`config.mk`:
```
export PLATFORM = sky130hd
export DESIGN_NAME = apb_master_queued
export DESIGN_NICKNAME = d
export VERILOG_FILES = /design/src/rtl/apb_pkg.sv /design/src/rtl/apb_cmd_fifo.sv /design/src/rtl/apb_master_queued.sv
export SDC_FILE = /design/constraint.sdc
export NUM_CORES = 1
export LEC_CHECK = 0
export BUFFER_PORTS_ARGS = -buffer_cell sky130_fd_sc_hd__clkbuf_2
export CAP_MARGIN = 20
export CELL_PAD_IN_SITES_DETAIL_PLACEMENT = 0
export CELL_PAD_IN_SITES_GLOBAL_PLACEMENT = 2
export CORE_UTILIZATION = 39
export CTS_BUF_LIST = sky130_fd_sc_hd__clkbuf_2 sky130_fd_sc_hd__clkbuf_4 sky130_fd_sc_hd__clkbuf_8
export DETAILED_ROUTE_END_ITERATION = 8
export PLACE_DENSITY = 0.79
export SETUP_SLACK_MARGIN = 0.02
export SLEW_MARGIN = 10
export SYNTH_ARGS = -nofsm -noshare
export SYNTH_HDL_FRONTEND = slang
export SYNTH_HIERARCHICAL = 1
export SYNTH_SLANG_ARGS = --single-unit
```
`constraint.sdc`:
```
create_clock -name PCLK -period 3.93 [get_ports PCLK]
set_clock_uncertainty 0.15 [all_clocks]
set_input_delay 0.786 -clock PCLK [delete_from_list [all_inputs] [get_ports PCLK]]
set_output_delay 0.786 -clock PCLK [all_outputs]
set_load 0.005 [all_outputs]
```
`src/rtl/apb_pkg.sv`:
```
// Shared types for the queued APB master: FSM states, response codes and the
// default command record layout.
package apb_pkg;

  localparam int APB_ADDR_W = 32;
  localparam int APB_DATA_W = 32;

  typedef enum logic [1:0] {
    IDLE   = 2'd0,
    SETUP  = 2'd1,
    ACCESS = 2'd2
  } apb_state_e;

  typedef enum logic [1:0] {
    ERR_OK  = 2'd0,
    ERR_SLV = 2'd1,
    ERR_DEC = 2'd2,
    ERR_TMO = 2'd3
  } rsp_err_e;

  typedef struct packed {
    logic                    write;
    logic [APB_ADDR_W-1:0]   addr;
    logic [APB_DATA_W-1:0]   wdata;
    logic [APB_DATA_W/8-1:0] strb;
  } apb_cmd_t;

endpackage

```
`src/rtl/apb_cmd_fifo.sv`:
```
// Command FIFO in front of the APB FSM. Head is read combinationally so a
// command can be issued the cycle after it is written.
module apb_cmd_fifo
  import apb_pkg::*;
#(
  parameter int  DEPTH  = 4,
  parameter type item_t = apb_cmd_t
) (
  input  logic  PCLK,
  input  logic  PRESET,
  input  logic  push_i,
  input  item_t data_i,
  input  logic  pop_i,
  output item_t head_o,
  output logic  empty_o,
  output logic  ready_o
);

  localparam int PW    = $clog2(DEPTH);
  localparam int PTR_W = PW + 1;

  item_t            mem_q [DEPTH];
  logic [PTR_W-1:0] wr_q, wr_d, rd_q, rd_d;
  logic             ready_q;
  logic             do_push, do_pop, full_d;

  assign do_push = push_i && ready_q;
  assign do_pop  = pop_i && (wr_q != rd_q);

  // Ready is registered from the next-cycle fill level, so it already
  // accounts for a same-cycle push and pop.
  always_comb begin
    wr_d   = do_push ? wr_q + PTR_W'(1) : wr_q;
    rd_d   = do_pop  ? rd_q + PTR_W'(1) : rd_q;
    full_d = (wr_d[PW] != rd_d[PW]) && (wr_d[PW-1:0] == rd_d[PW-1:0]);
  end

  always_ff @(posedge PCLK) begin
    if (!PRESET) begin
      wr_q    <= '0;
      rd_q    <= '0;
      ready_q <= 1'b0;
    end else begin
      wr_q    <= wr_d;
      rd_q    <= rd_d;
      ready_q <= !full_d;
    end
  end

  always_ff @(posedge PCLK) begin
    if (do_push) mem_q[wr_q[PW-1:0]] <= data_i;
  end

  assign head_o  = mem_q[rd_q[PW-1:0]];
  assign empty_o = (wr_q == rd_q);
  assign ready_o = ready_q;

endmodule

```
`src/rtl/apb_master_queued.sv`:
```
// Queued APB master: FIFO-buffered commands issued as SETUP/ACCESS transfers
// with slave decode, wait-state timeout and one response per command.
module apb_master_queued
  import apb_pkg::*;
#(
  parameter int ADDR_W    = 32,
  parameter int DATA_W    = 32,
  parameter int NUM_SLV   = 4,
  parameter int SLV_SHIFT = 12,
  parameter int CMD_DEPTH = 4,
  parameter int TIMEOUT   = 16
) (
  input  logic                  PCLK,
  input  logic                  PRESET,
  input  logic                  cmd_valid,
  output logic                  cmd_ready,
  input  logic                  cmd_write,
  input  logic [ADDR_W-1:0]     cmd_addr,
  input  logic [DATA_W-1:0]     cmd_wdata,
  input  logic [DATA_W/8-1:0]   cmd_strb,
  output logic                  rsp_valid,
  output logic [DATA_W-1:0]     rsp_rdata,
  output logic [1:0]            rsp_err,
  output logic [NUM_SLV-1:0]    PSEL,
  output logic                  PENABLE,
  output logic                  PWRITE,
  output logic [ADDR_W-1:0]     PADDR,
  output logic [DATA_W-1:0]     PWDATA,
  output logic [DATA_W/8-1:0]   PSTRB,
  input  logic [DATA_W-1:0]     PRDATA,
  input  logic                  PREADY,
  input  logic                  PSLVERR
);

  localparam int SW = DATA_W / 8;
  localparam int CW = (TIMEOUT > 1) ? $clog2(TIMEOUT) : 1;

  typedef struct packed {
    logic              write;
    logic [ADDR_W-1:0] addr;
    logic [DATA_W-1:0] wdata;
    logic [SW-1:0]     strb;
  } cmd_t;

  cmd_t               push_data, head;
  logic               fifo_empty, fifo_pop;
  logic [ADDR_W-1:0]  head_idx;
  logic [NUM_SLV-1:0] head_sel;
  logic               head_ok, timeout_hit, xfer_done;

  apb_state_e         state_q;
  logic [NUM_SLV-1:0] psel_q;
  logic               penable_q, pwrite_q;
  logic [ADDR_W-1:0]  paddr_q;
  logic [DATA_W-1:0]  pwdata_q;
  logic [SW-1:0]      pstrb_q;
  logic [CW-1:0]      wait_q;
  logic               rsp_valid_q;
  logic [DATA_W-1:0]  rsp_rdata_q;
  rsp_err_e           rsp_err_q;

  assign push_data = '{write: cmd_write, addr: cmd_addr, wdata: cmd_wdata,
                       strb: cmd_write ? cmd_strb : '0};

  apb_cmd_fifo #(.DEPTH(CMD_DEPTH), .item_t(cmd_t)) u_fifo (
    .PCLK    (PCLK),
    .PRESET  (PRESET),
    .push_i  (cmd_valid),
    .data_i  (push_data),
    .pop_i   (fifo_pop),
    .head_o  (head),
    .empty_o (fifo_empty),
    .ready_o (cmd_ready)
  );

  assign head_idx = head.addr >> SLV_SHIFT;
  assign head_ok  = head_idx < ADDR_W'(NUM_SLV);

  for (genvar gi = 0; gi < NUM_SLV; gi++) begin : g_sel
    assign head_sel[gi] = (head_idx == ADDR_W'(gi));
  end

  assign timeout_hit = (TIMEOUT != 0) && (wait_q == CW'(TIMEOUT - 1));
  assign xfer_done   = (state_q == ACCESS) && (PREADY || timeout_hit);
  // A decode-error head is only consumed from IDLE, so a finishing transfer
  // falls back to IDLE and the error response follows on its own cycle.
  assign fifo_pop    = !fifo_empty && ((state_q == IDLE) || (xfer_done && head_ok));

  always_ff @(posedge PCLK) begin
    if (!PRESET) begin
      state_q     <= IDLE;
      psel_q      <= '0;
      penable_q   <= 1'b0;
      pwrite_q    <= 1'b0;
      paddr_q     <= '0;
      pwdata_q    <= '0;
      pstrb_q     <= '0;
      wait_q      <= '0;
      rsp_valid_q <= 1'b0;
      rsp_rdata_q <= '0;
      rsp_err_q   <= ERR_OK;
    end else begin
      rsp_valid_q <= 1'b0;
      unique case (state_q)
        IDLE: begin
          if (!fifo_empty && head_ok) begin
            psel_q   <= head_sel;
            pwrite_q <= head.write;
            paddr_q  <= head.addr;
            pwdata_q <= head.wdata;
            pstrb_q  <= head.strb;
            state_q  <= SETUP;
          end else if (!fifo_empty) begin
            rsp_valid_q <= 1'b1;
            rsp_rdata_q <= '0;
            rsp_err_q   <= ERR_DEC;
          end
        end
        SETUP: begin
          penable_q <= 1'b1;
          wait_q    <= '0;
          state_q   <= ACCESS;
        end
        ACCESS: begin
          if (xfer_done) begin
            rsp_valid_q <= 1'b1;
            penable_q   <= 1'b0;
            // Completion wins over a timeout landing on the same cycle.
            if (PREADY) begin
              rsp_err_q   <= PSLVERR ? ERR_SLV : ERR_OK;
              rsp_rdata_q <= (!pwrite_q && !PSLVERR) ? PRDATA : '0;
            end else begin
              rsp_err_q   <= ERR_TMO;
              rsp_rdata_q <= '0;
            end
            if (!fifo_empty && head_ok) begin
              psel_q   <= head_sel;
              pwrite_q <= head.write;
              paddr_q  <= head.addr;
              pwdata_q <= head.wdata;
              pstrb_q  <= head.strb;
              state_q  <= SETUP;
            end else begin
              psel_q  <= '0;
              state_q <= IDLE;
            end
          end else begin
            wait_q <= wait_q + CW'(1);
          end
        end
        default: state_q <= IDLE;
      endcase
    end
  end

  assign PSEL      = psel_q;
  assign PENABLE   = penable_q;
  assign PWRITE    = pwrite_q;
  assign PADDR     = paddr_q;
  assign PWDATA    = pwdata_q;
  assign PSTRB     = pstrb_q;
  assign rsp_valid = rsp_valid_q;
  assign rsp_rdata = rsp_rdata_q;
  assign rsp_err   = rsp_err_q;

endmodule
```
==> results.cfg, run 1 <==
[hold_path]
hp-class = in2reg

[synthesis]
ys_seq_elements = 398
ys_seq_area_share_pct = 72.5
synth_nets = 959
async_flop_share_pct = 0
synth_area_per_cell_um2 = 17.5
synthFlopType = edfxtp_1
synthCells = 847
syn_area_um2 = 14800
synth_edf_count = 276
ys_types = 52
ys_warn_count = 6

[flow_run]
maxCapViolCount = 0

[critical_path]
critPathBufInv = 0
critPathArrivalTime_ns = 3.60
crit_type = reg2reg
cp-start-kind = flip-flop
cp-end-kind = flip-flop
slowest_delay_ns = 0.66
cp_common_cell = and2_1
cp.required_ns = 4.24
critPathMaxFanout = 24
cp_slowest_cell = dfxtp_4
critPathTopFamily = simple AND/OR/NAND/NOR gates
path_cells = mux4_2 > nor4_2 > and2_1 > nand4b_1 > nand2_1 > and2_1 > a22oi_1 > and4_1 > o41a_1

[power]
p_per_area_nw_per_um2 = 496
ir_drop_mv = 0.245
power_mw = 8.84
p_leak_nw = 6.39

[timing]
worst_slew_pin_slew_ns = 0.940
tns_ns = 0
max_clock_freq_mhz = 304
setup_viol = 0
rsz0062_at_grt = false
max_slew_margin_pct = 37.3
setup_ws_ns = 0.645
fin_hold_ws_ns = 0.262
slew_viol_final = 0
period_share_pct = 83.6
finalHoldViolCount = 0
period_needed_ns = 3.29

[route]
antenna_left = 0
drtIter0Drc = 429
viasPerCell = 4.96
vias = 8207
routed_wl_um = 31100
first_pass_iters = 4
wl_per_cell_um = 18.8
drc_errors = 0

[grt]
met3_usage_pct = 3.87
use_met2_pct = 26.7
grt_pass1_wl_um = 47600
grt_use_total_pct = 16.3
top_usage_layer = met2
antenna_found_initial = 0
gr-total-overflow = 0
grt_max_degree = 92
grt_pass1_vias = 8304
grt_use_met1_pct = 21.1

[clock_tree]
clkLatencyLatePin_ns = 0.58
cts_root_buf = clkbuf_8
hold_buffers = 0
ctsLongestPathBuffers = 3
cts_max_level = 3
clkSinkCount = 398
cts_setup_buffers = 0
tritoncts = yes
cts.reportedPaths.clkPinSlew_ns = 0.06
cts_resized = 0
cts_buffers = 69

[final_layout]
nFillCells = 3274
nNetsFinal = 1210
drive_gt1_share_pct = 37.4
multi_input_area_um2 = 3800
syn2layout_area_growth_pct = 20.3
ff_latch_area_um2 = 10700
num_antenna_cells = 0

[die]
dieArea_um2 = 38700
die_w_um = 197
initial_core_util_pct = 40.1
io_pins = 216
fp.coreArea_um2 = 37000
rows = 70
die_h_um = 197

[status]
status = completed

[placement]
numPortBuffers = 215
place_ws_ns = 0.623
hpwl_um = 18300
gp_routability_congestion = 0.756
## power by group
group	total [mW]	switching [mW]	internal [mW]
registers	4.60	0.0377	4.56
logic	0.535	0.288	0.246
clock network	3.70	1.60	2.11
## registers in the layout, summed over array words and instances (netlist names)
signal          count
rsp_rdata          32
rsp_err             2
PWDATA             32
PADDR              32
u_fifo/mem_q      276
PSEL                4
u_fifo/ready_o      1
state_q             2
PSTRB               4
PWRITE              1
u_fifo/wr_q         3
PENABLE             1
wait_q              4
u_fifo/rd_q         3
rsp_valid           1
## cells by family after synthesis
family / count (synthesis) / synth area share (%)
AO/OA/AOI/OAI: 65 / 3.96
XOR/XNOR: 10 / 0.735
multiplexers: 125 / 14.3
adder cells (fa/ha/maj): 6 / 0.507
flip-flops: 398 / 72.5
buffers and inverters: 57 / 2.05
AND/OR/NAND/NOR: 186 / 5.97
## metal layers
layer,vias up,part of all wire [%]
met3,51,5.7
met5,-,0
li1,3820,-
met1,4108,44
met4,0,2.0
met2,228,48
## stage by stage
step                      cells  util (%)  instance area [um^2]
final                      1654      48.2                 17800
after global routing       1654      48.2                 17800
after CTS                  1654      48.2                 17800
after detailed placement   1531      44.5                 16400
after global placement     1531      44.5                 16400
after floorplan             847         -                 14800
## synthesized netlist by cell type, types with 5 or more instances
cell | number | area share (%)
buf_6 | 6 | 0.46
and2_1 | 9 | 0.38
and3_1 | 23 | 0.97
edfxtp_1 | 276 | 56
nor3_1 | 5 | 0.17
nand4_1 | 6 | 0.25
a21oi_1 | 6 | 0.20
ha_1 | 6 | 0.51
clkbuf_1 | 23 | 0.58
a32o_1 | 33 | 2.2
nor2_1 | 13 | 0.33
mux4_2 | 69 | 10
dfxtp_1 | 122 | 16
nand2_1 | 109 | 2.8
mux2i_1 | 55 | 3.7
buf_2 | 17 | 0.57
buf_4 | 6 | 0.30
## placed cells by master (no fill, tap or decap), types with 3 or more instances in the layout
cell type,count
a21oi_1,6
a31oi_1,4
a32o_1,33
and2_1,9
and3_1,18
and3_4,5
buf_12,4
buf_4,14
clkbuf_2,214
clkbuf_4,21
clkbuf_8,76
clkinv_1,14
clkinv_2,9
dfxtp_1,120
edfxtp_1,276
ha_1,6
inv_1,4
mux2i_1,55
mux4_2,69
nand2_1,109
nand2b_1,4
nand3_1,4
nand4_1,6
nor2_1,12
nor3_1,5
nor4_2,3
xnor2_1,4
xor2_1,4
## worst reg2reg max path, stage by stage (launching register included)
cell      delay, ns
dfxtp_4        0.66
mux4_2         0.59
nor4_2         0.42
and2_1         0.22
nand4b_1       0.10
nand2_1        0.14
and2_1         0.15
a22oi_1        0.12
and4_1         0.24
o41a_1         0.40
## cell type report
cell class              count  area share, %
multi-input cells         392           21.3
clock buffers              97           6.76
repair buffers            232           7.05
clock inverters            26          0.948
inverters                   5          0.105
well taps                 504           3.54
flip-flops and latches    398           60.3
## worst paths after layout
check	slack, ns	cells past startpoint	startpoint	end
hold reg to reg	0.31	2	PWDATA[19]	PWDATA[19]
setup reg to reg	0.64	9	u_fifo/rd_q[0]	u_fifo/ready_o
setup / recovery	0.64	9	u_fifo/rd_q[0]	u_fifo/ready_o
hold / removal	0.26	1	cmd_wdata[25]	u_fifo/mem_q[0][29]
Note: power is estimated with default switching activity, not from simulation.
==> run 2, diff against run 1 <==
==> constraint.sdc (replaced) <==
create_clock -name PCLK -period 2.9 [get_ports PCLK]
set_clock_uncertainty 0.15 [all_clocks]
set_input_delay 0.58 -clock PCLK [delete_from_list [all_inputs] [get_ports PCLK]]
set_output_delay 0.58 -clock PCLK [all_outputs]
set_load 0.005 [all_outputs]
==> results.cfg, run 2 (synthesis gave the netlist of run 1 again) <==
[route]
top_layer_used = met4
drc_errors = 0
dr_wl_met3_um = 1380
routed_wl_um = 32400
wl_per_cell_um = 18.4
vias = 8569
wl_met2_um = 15800
viasPerCell = 4.85
first_pass_iters = 4
antenna_left = 0
drtIter0Drc = 461
wl_met1_um = 14500

[placement]
numPortBuffers = 215
gp_routability_congestion = 0.760
post-place-cells = 1556
place_area_um2 = 16700
hpwl_um = 19300

[timing]
fin_hold_ws_ns = 0.0552
period_needed_ns = 2.91
setup_ws_ns = -0.0102
slew_viol_final = 0
max_slew_margin_pct = 54.0
rsz0062_at_grt = true
period_share_pct = 100
finalHoldViolCount = 0
worst_slew_pin_slew_ns = 0.690
setup_viol = 1
max_clock_freq_mhz = 344
tns_ns = -0.0102

[final_layout]
mostFrequentLayoutCells = edfxtp_1, clkbuf_2, dfxtp_1
drive_gt1_share_pct = 36.3
largest_reg_flops = 276
nNetsFinal = 1325
postLayoutCellArea_um2 = 19100
syn2layout_area_growth_pct = 28.8
mostFrequentLayoutCell = edfxtp_1
final_util_pct = 51.6
nFillCells = 3110
num_antenna_cells = 0
fin_cells = 1768

[clock_tree]
clkSinkCount = 398
cts.reportedPaths.clkPinSlew_ns = 0.06
tritoncts = yes
cts_root_buf = clkbuf_8
ctsLongestPathBuffers = 3
cts_max_level = 2
clkLatencyLatePin_ns = 0.63
cts_buffers = 61

[die]
die_h_um = 197
fp.coreArea_um2 = 37000
rows = 70
io_pins = 216
die_w_um = 197
dieArea_um2 = 38700
initial_core_util_pct = 40.1

[critical_path]
reg2reg_slack_ns = -0.01
critPathLaunch = u_fifo/rd_q[0]
cp_slowest_cell = mux4_2
cp.required_ns = 3.27
critPathMaxFanout = 4
rr_worst_depth = 10
path_depth = 10
critPathArrivalTime_ns = 3.28
slowest_delay_ns = 0.51
r2r-start = u_fifo/rd_q[0]
path_cells = buf_12 > mux4_2 > nor4_4 > and4_4 > nand4b_1 > nand2_2 > and2_4 > a22oi_2 > and4_1 > o41a_1
cp-end-kind = flip-flop
critPathTopFamily = simple AND/OR/NAND/NOR gates
r2r-end = u_fifo/ready_o
crit_type = reg2reg
critPathBufInv = 1
cp-endpoint = u_fifo/ready_o
cp-start-kind = flip-flop

[power]
p_leak_nw = 6.95
ir_drop_mv = 0.411
p_sw_mw = 2.62
seqPwrFrac_pct = 51.9
pwr-share-comb_pct = 7.8
switching_share_pct = 21.9
pwr-share-clk_pct = 40.2
p_int_mw = 9.34
p_per_area_nw_per_um2 = 627

[hold_path]
holdPathStages = 1
hp-class = in2reg
min_from = cmd_addr[16]

[status]
violations = setup timing
status = finished, violations left

[grt]
gr-total-overflow = 0
grt_max_degree = 132
antenna_found_initial = 0
grt_pass1_wl_um = 49500
grt_use_total_pct = 16.7
grt_pass1_vias = 8978

[flow_run]
maxCapViolCount = 0
==> run 2: cell count changes in the layout (fill, tap and decap cells not counted), sizes merged <==
cell and delta:
clkinvlp -1, dlygate4sd3 +93, clkbuf -4, buf +28, clkinv -2
==> run 2: worst min-delay path by stage <==
| stage | end | slack, ns |
|---|---|---|
| 6_report | u_fifo/mem_q[1][52] | 0.06 |
| 4_1_cts | u_fifo/mem_q[1][52] | 0.002 |
| 5_1_grt | u_fifo/mem_q[0][52] | 0.01 |
| 2_1_floorplan | PADDR[12] | 0.29 |
| 3_5_place_dp | PWDATA[14] | 0.30 |
| 3_3_place_gp | PADDR[12] | 0.29 |
==> run 2: power groups by stage <==
stage	sequential (mW)	combinational, mW	clock (mW)
final	6.21	0.938	4.81
after global placement	6.33	0.799	0
after floorplan	6.32	0.545	0
after global routing	6.21	1.02	5.20
after detailed placement	6.34	0.811	0
after CTS	6.21	0.952	4.98
==> run 2: timing repair <==
action | in CTS | in global routing
buffers inserted | 4 | 0
gates cloned | 0 | 2
hold buffers | 93 | 0
hold endpoints to repair | 276 | 0
pin swaps | 1 | 0
endpoints found under the setup margin | 1 | 60
gates resized for setup | 3 | 2
==> run 2: cell type report <==
class	count	area, um^2	area share (%)
clock inverter	23	168	0.879
inverter	5	18.8	0.0984
sequential	398	10700	56.3
tap	504	631	3.31
timing repair buffer	355	2540	13.3
multi-input combinational	392	3840	20.1
clock buffer	91	1130	5.95
==> run 2: metrics by stage <==
stage	power (mW)	setup WS (ns)
global route	12.4	-0.121
global placement	7.13	-0.0732
floorplan	6.87	-0.0775
CTS	12.1	-0.0168
detailed placement	7.15	-0.130
finish	12.0	-0.0102
==> run 2: routing by layer <==
layer	vias to the layer above	track usage [%]
met3	59	3.41
met4	0	6.46
li1	4063	-
met2	197	27.9
met1	4250	21.4
met5	-	0
==> run 3, diff against run 2 <==
--- a/config.mk
+++ b/config.mk
@@ -5,15 +5,15 @@
 export SDC_FILE = /design/constraint.sdc
 export NUM_CORES = 1
 export LEC_CHECK = 0
-export BUFFER_PORTS_ARGS = -buffer_cell sky130_fd_sc_hd__clkbuf_2
+export ABC_CLOCK_PERIOD_IN_PS = 2900
 export CAP_MARGIN = 20
 export CELL_PAD_IN_SITES_DETAIL_PLACEMENT = 0
 export CELL_PAD_IN_SITES_GLOBAL_PLACEMENT = 2
-export CORE_UTILIZATION = 39
+export CORE_UTILIZATION = 43
 export CTS_BUF_LIST = sky130_fd_sc_hd__clkbuf_2 sky130_fd_sc_hd__clkbuf_4 sky130_fd_sc_hd__clkbuf_8
 export DETAILED_ROUTE_END_ITERATION = 8
-export PLACE_DENSITY = 0.79
-export SETUP_SLACK_MARGIN = 0.02
+export DONT_BUFFER_PORTS = 1
+export PLACE_DENSITY = 0.78
 export SLEW_MARGIN = 10
 export SYNTH_ARGS = -nofsm -noshare
 export SYNTH_HDL_FRONTEND = slang
==> results.cfg, run 3 (synthesis gave the netlist of run 1 again) <==
[status]
status = finished, violations left
violations = setup timing

[route]
routed_wl_um = 31400
drtIter0Drc = 431
drc_errors = 0
viasPerCell = 5.27
wl_per_cell_um = 20.7
first_pass_iters = 5
antenna_left = 0
vias = 7984

[placement]
gp_routability_congestion = 0.778
hpwl_um = 17300
place_ws_ns = -0.108
numPortBuffers = 0

[timing]
worst_slew_pin_slew_ns = 0.660
max_clock_freq_mhz = 341
period_needed_ns = 2.94
slew_viol_final = 0
setup_ws_ns = -0.0358
max_slew_margin_pct = 56.0
finalHoldViolCount = 0
fin_hold_ws_ns = 0.0959
setup_viol = 1
rsz0062_at_grt = true
period_share_pct = 101
tns_ns = -0.0358

[clock_tree]
cts_root_buf = clkbuf_8
cts_max_level = 3
cts.reportedPaths.clkPinSlew_ns = 0.06
clkLatencyLatePin_ns = 0.60
cts_buffers = 68
clkSinkCount = 398
ctsLongestPathBuffers = 3
tritoncts = yes

[critical_path]
critPathBufInv = 2
critPathTopFamily = simple AND/OR/NAND/NOR gates
crit_type = reg2reg
cp_common_cell = buf_12
critPathMaxFanout = 5
cp-start-kind = flip-flop
cp_slowest_cell = mux4_2
path_cells = buf_12 > buf_12 > mux4_2 > nor4_4 > and2_1 > nand4b_1 > nand2_2 > and2_4 > a22oi_2 > and4_1 > o41a_1
cp.required_ns = 3.23
critPathArrivalTime_ns = 3.27
slowest_delay_ns = 0.52
cp-end-kind = flip-flop

[power]
pwr-share-clk_pct = 42.1
ir_drop_mv = 0.399
seqPwrFrac_pct = 50.7
pwr-share-comb_pct = 7.2
p_leak_nw = 6.12
switching_share_pct = 21.6
p_sw_mw = 2.64
p_int_mw = 9.60
p_per_area_nw_per_um2 = 673

[die]
dieArea_um2 = 35200
initial_core_util_pct = 43.9
die_w_um = 188
die_h_um = 188
fp.coreArea_um2 = 33700
rows = 67
io_pins = 216

[grt]
gr-total-overflow = 0
grt_pass1_wl_um = 47900
grt_max_degree = 123
antenna_found_initial = 1
grt_pass1_vias = 8250
grt_use_total_pct = 17.9

[final_layout]
largest_reg_flops = 276
drive_gt1_share_pct = 24.5
ff_latch_area_um2 = 10700
syn2layout_area_growth_pct = 22.9
mostFrequentLayoutCells = edfxtp_1, dfxtp_1, nand2_1
final_util_pct = 54.0
nFillCells = 2657
multi_input_area_um2 = 3840
nNetsFinal = 1128
mostFrequentLayoutCell = edfxtp_1

[hold_path]
hp-class = in2reg

[flow_run]
maxCapViolCount = 0
==> run 3: routing by layer <==
| metal | track usage, % | share of wire, % | vias up | wire length (um) |
|---|---|---|---|---|
| li1 | - | - | 3667 | - |
| met1 | 22.2 | 43 | 4031 | 13400 |
| met2 | 29.3 | 49 | 240 | 15400 |
| met3 | 5.24 | 6.3 | 46 | 1970 |
| met4 | 7.32 | 2.1 | 0 | 650 |
| met5 | 0 | 0 | - | 0 |
==> run 3: layout make-up <==
cell class              instances  area share [%]
flip-flops and latches        398            59.0
multi-input cells             392            21.1
repair buffers                151            8.85
clock buffers                 106            7.23
well taps                     448            3.08
clock inverters                15           0.598
inverters                       5           0.103
diodes                          1          0.0138
==> run 3: power groups by stage <==
stage | Combinational [mW] | Sequential (mW) | Clock, mW
3_5_place_dp | 0.660 | 6.34 | 0
6_report | 0.877 | 6.21 | 5.15
4_1_cts | 0.882 | 6.21 | 5.32
5_1_grt | 0.949 | 6.22 | 5.56
3_3_place_gp | 0.656 | 6.34 | 0
2_1_floorplan | 0.545 | 6.32 | 0
==> run 3: worst register-to-register path: stages (launching register included) <==
cell,delay (ns)
dfxtp_4,0.36
buf_12,0.12
buf_12,0.10
mux4_2,0.52
nor4_4,0.32
and2_1,0.19
nand4b_1,0.11
nand2_2,0.11
and2_4,0.15
a22oi_2,0.08
and4_1,0.21
o41a_1,0.40
==> run 3: worst paths after layout <==
check                 start             end  slack (ns)  cells after the start
min reg2reg        PADDR[3]        PADDR[3]        0.32                      2
max reg2reg  u_fifo/rd_q[0]  u_fifo/ready_o       -0.04                     11
max          u_fifo/rd_q[0]  u_fifo/ready_o       -0.04                     11
min                  PREADY      state_q[1]         0.1                      3
==> run 3: metrics by stage <==
step / std cells / power (mW) / area, um^2
after floorplan: 847 / 6.87 / 14900
after global placement: 1285 / 6.99 / 15600
after detailed placement: 1285 / 7.00 / 15600
after CTS: 1512 / 12.4 / 18100
after global routing: 1516 / 12.7 / 18200
final: 1516 / 12.2 / 18200
==> run 3: what timing repair did <==
item,4_1_cts,5_1_grt
resized for setup,4,7
endpoints found under the setup margin,1,41
hold buffers,101,0
buffers inserted,5,0
hold endpoints to repair,370,0
pin swaps,1,2
gates cloned,0,3
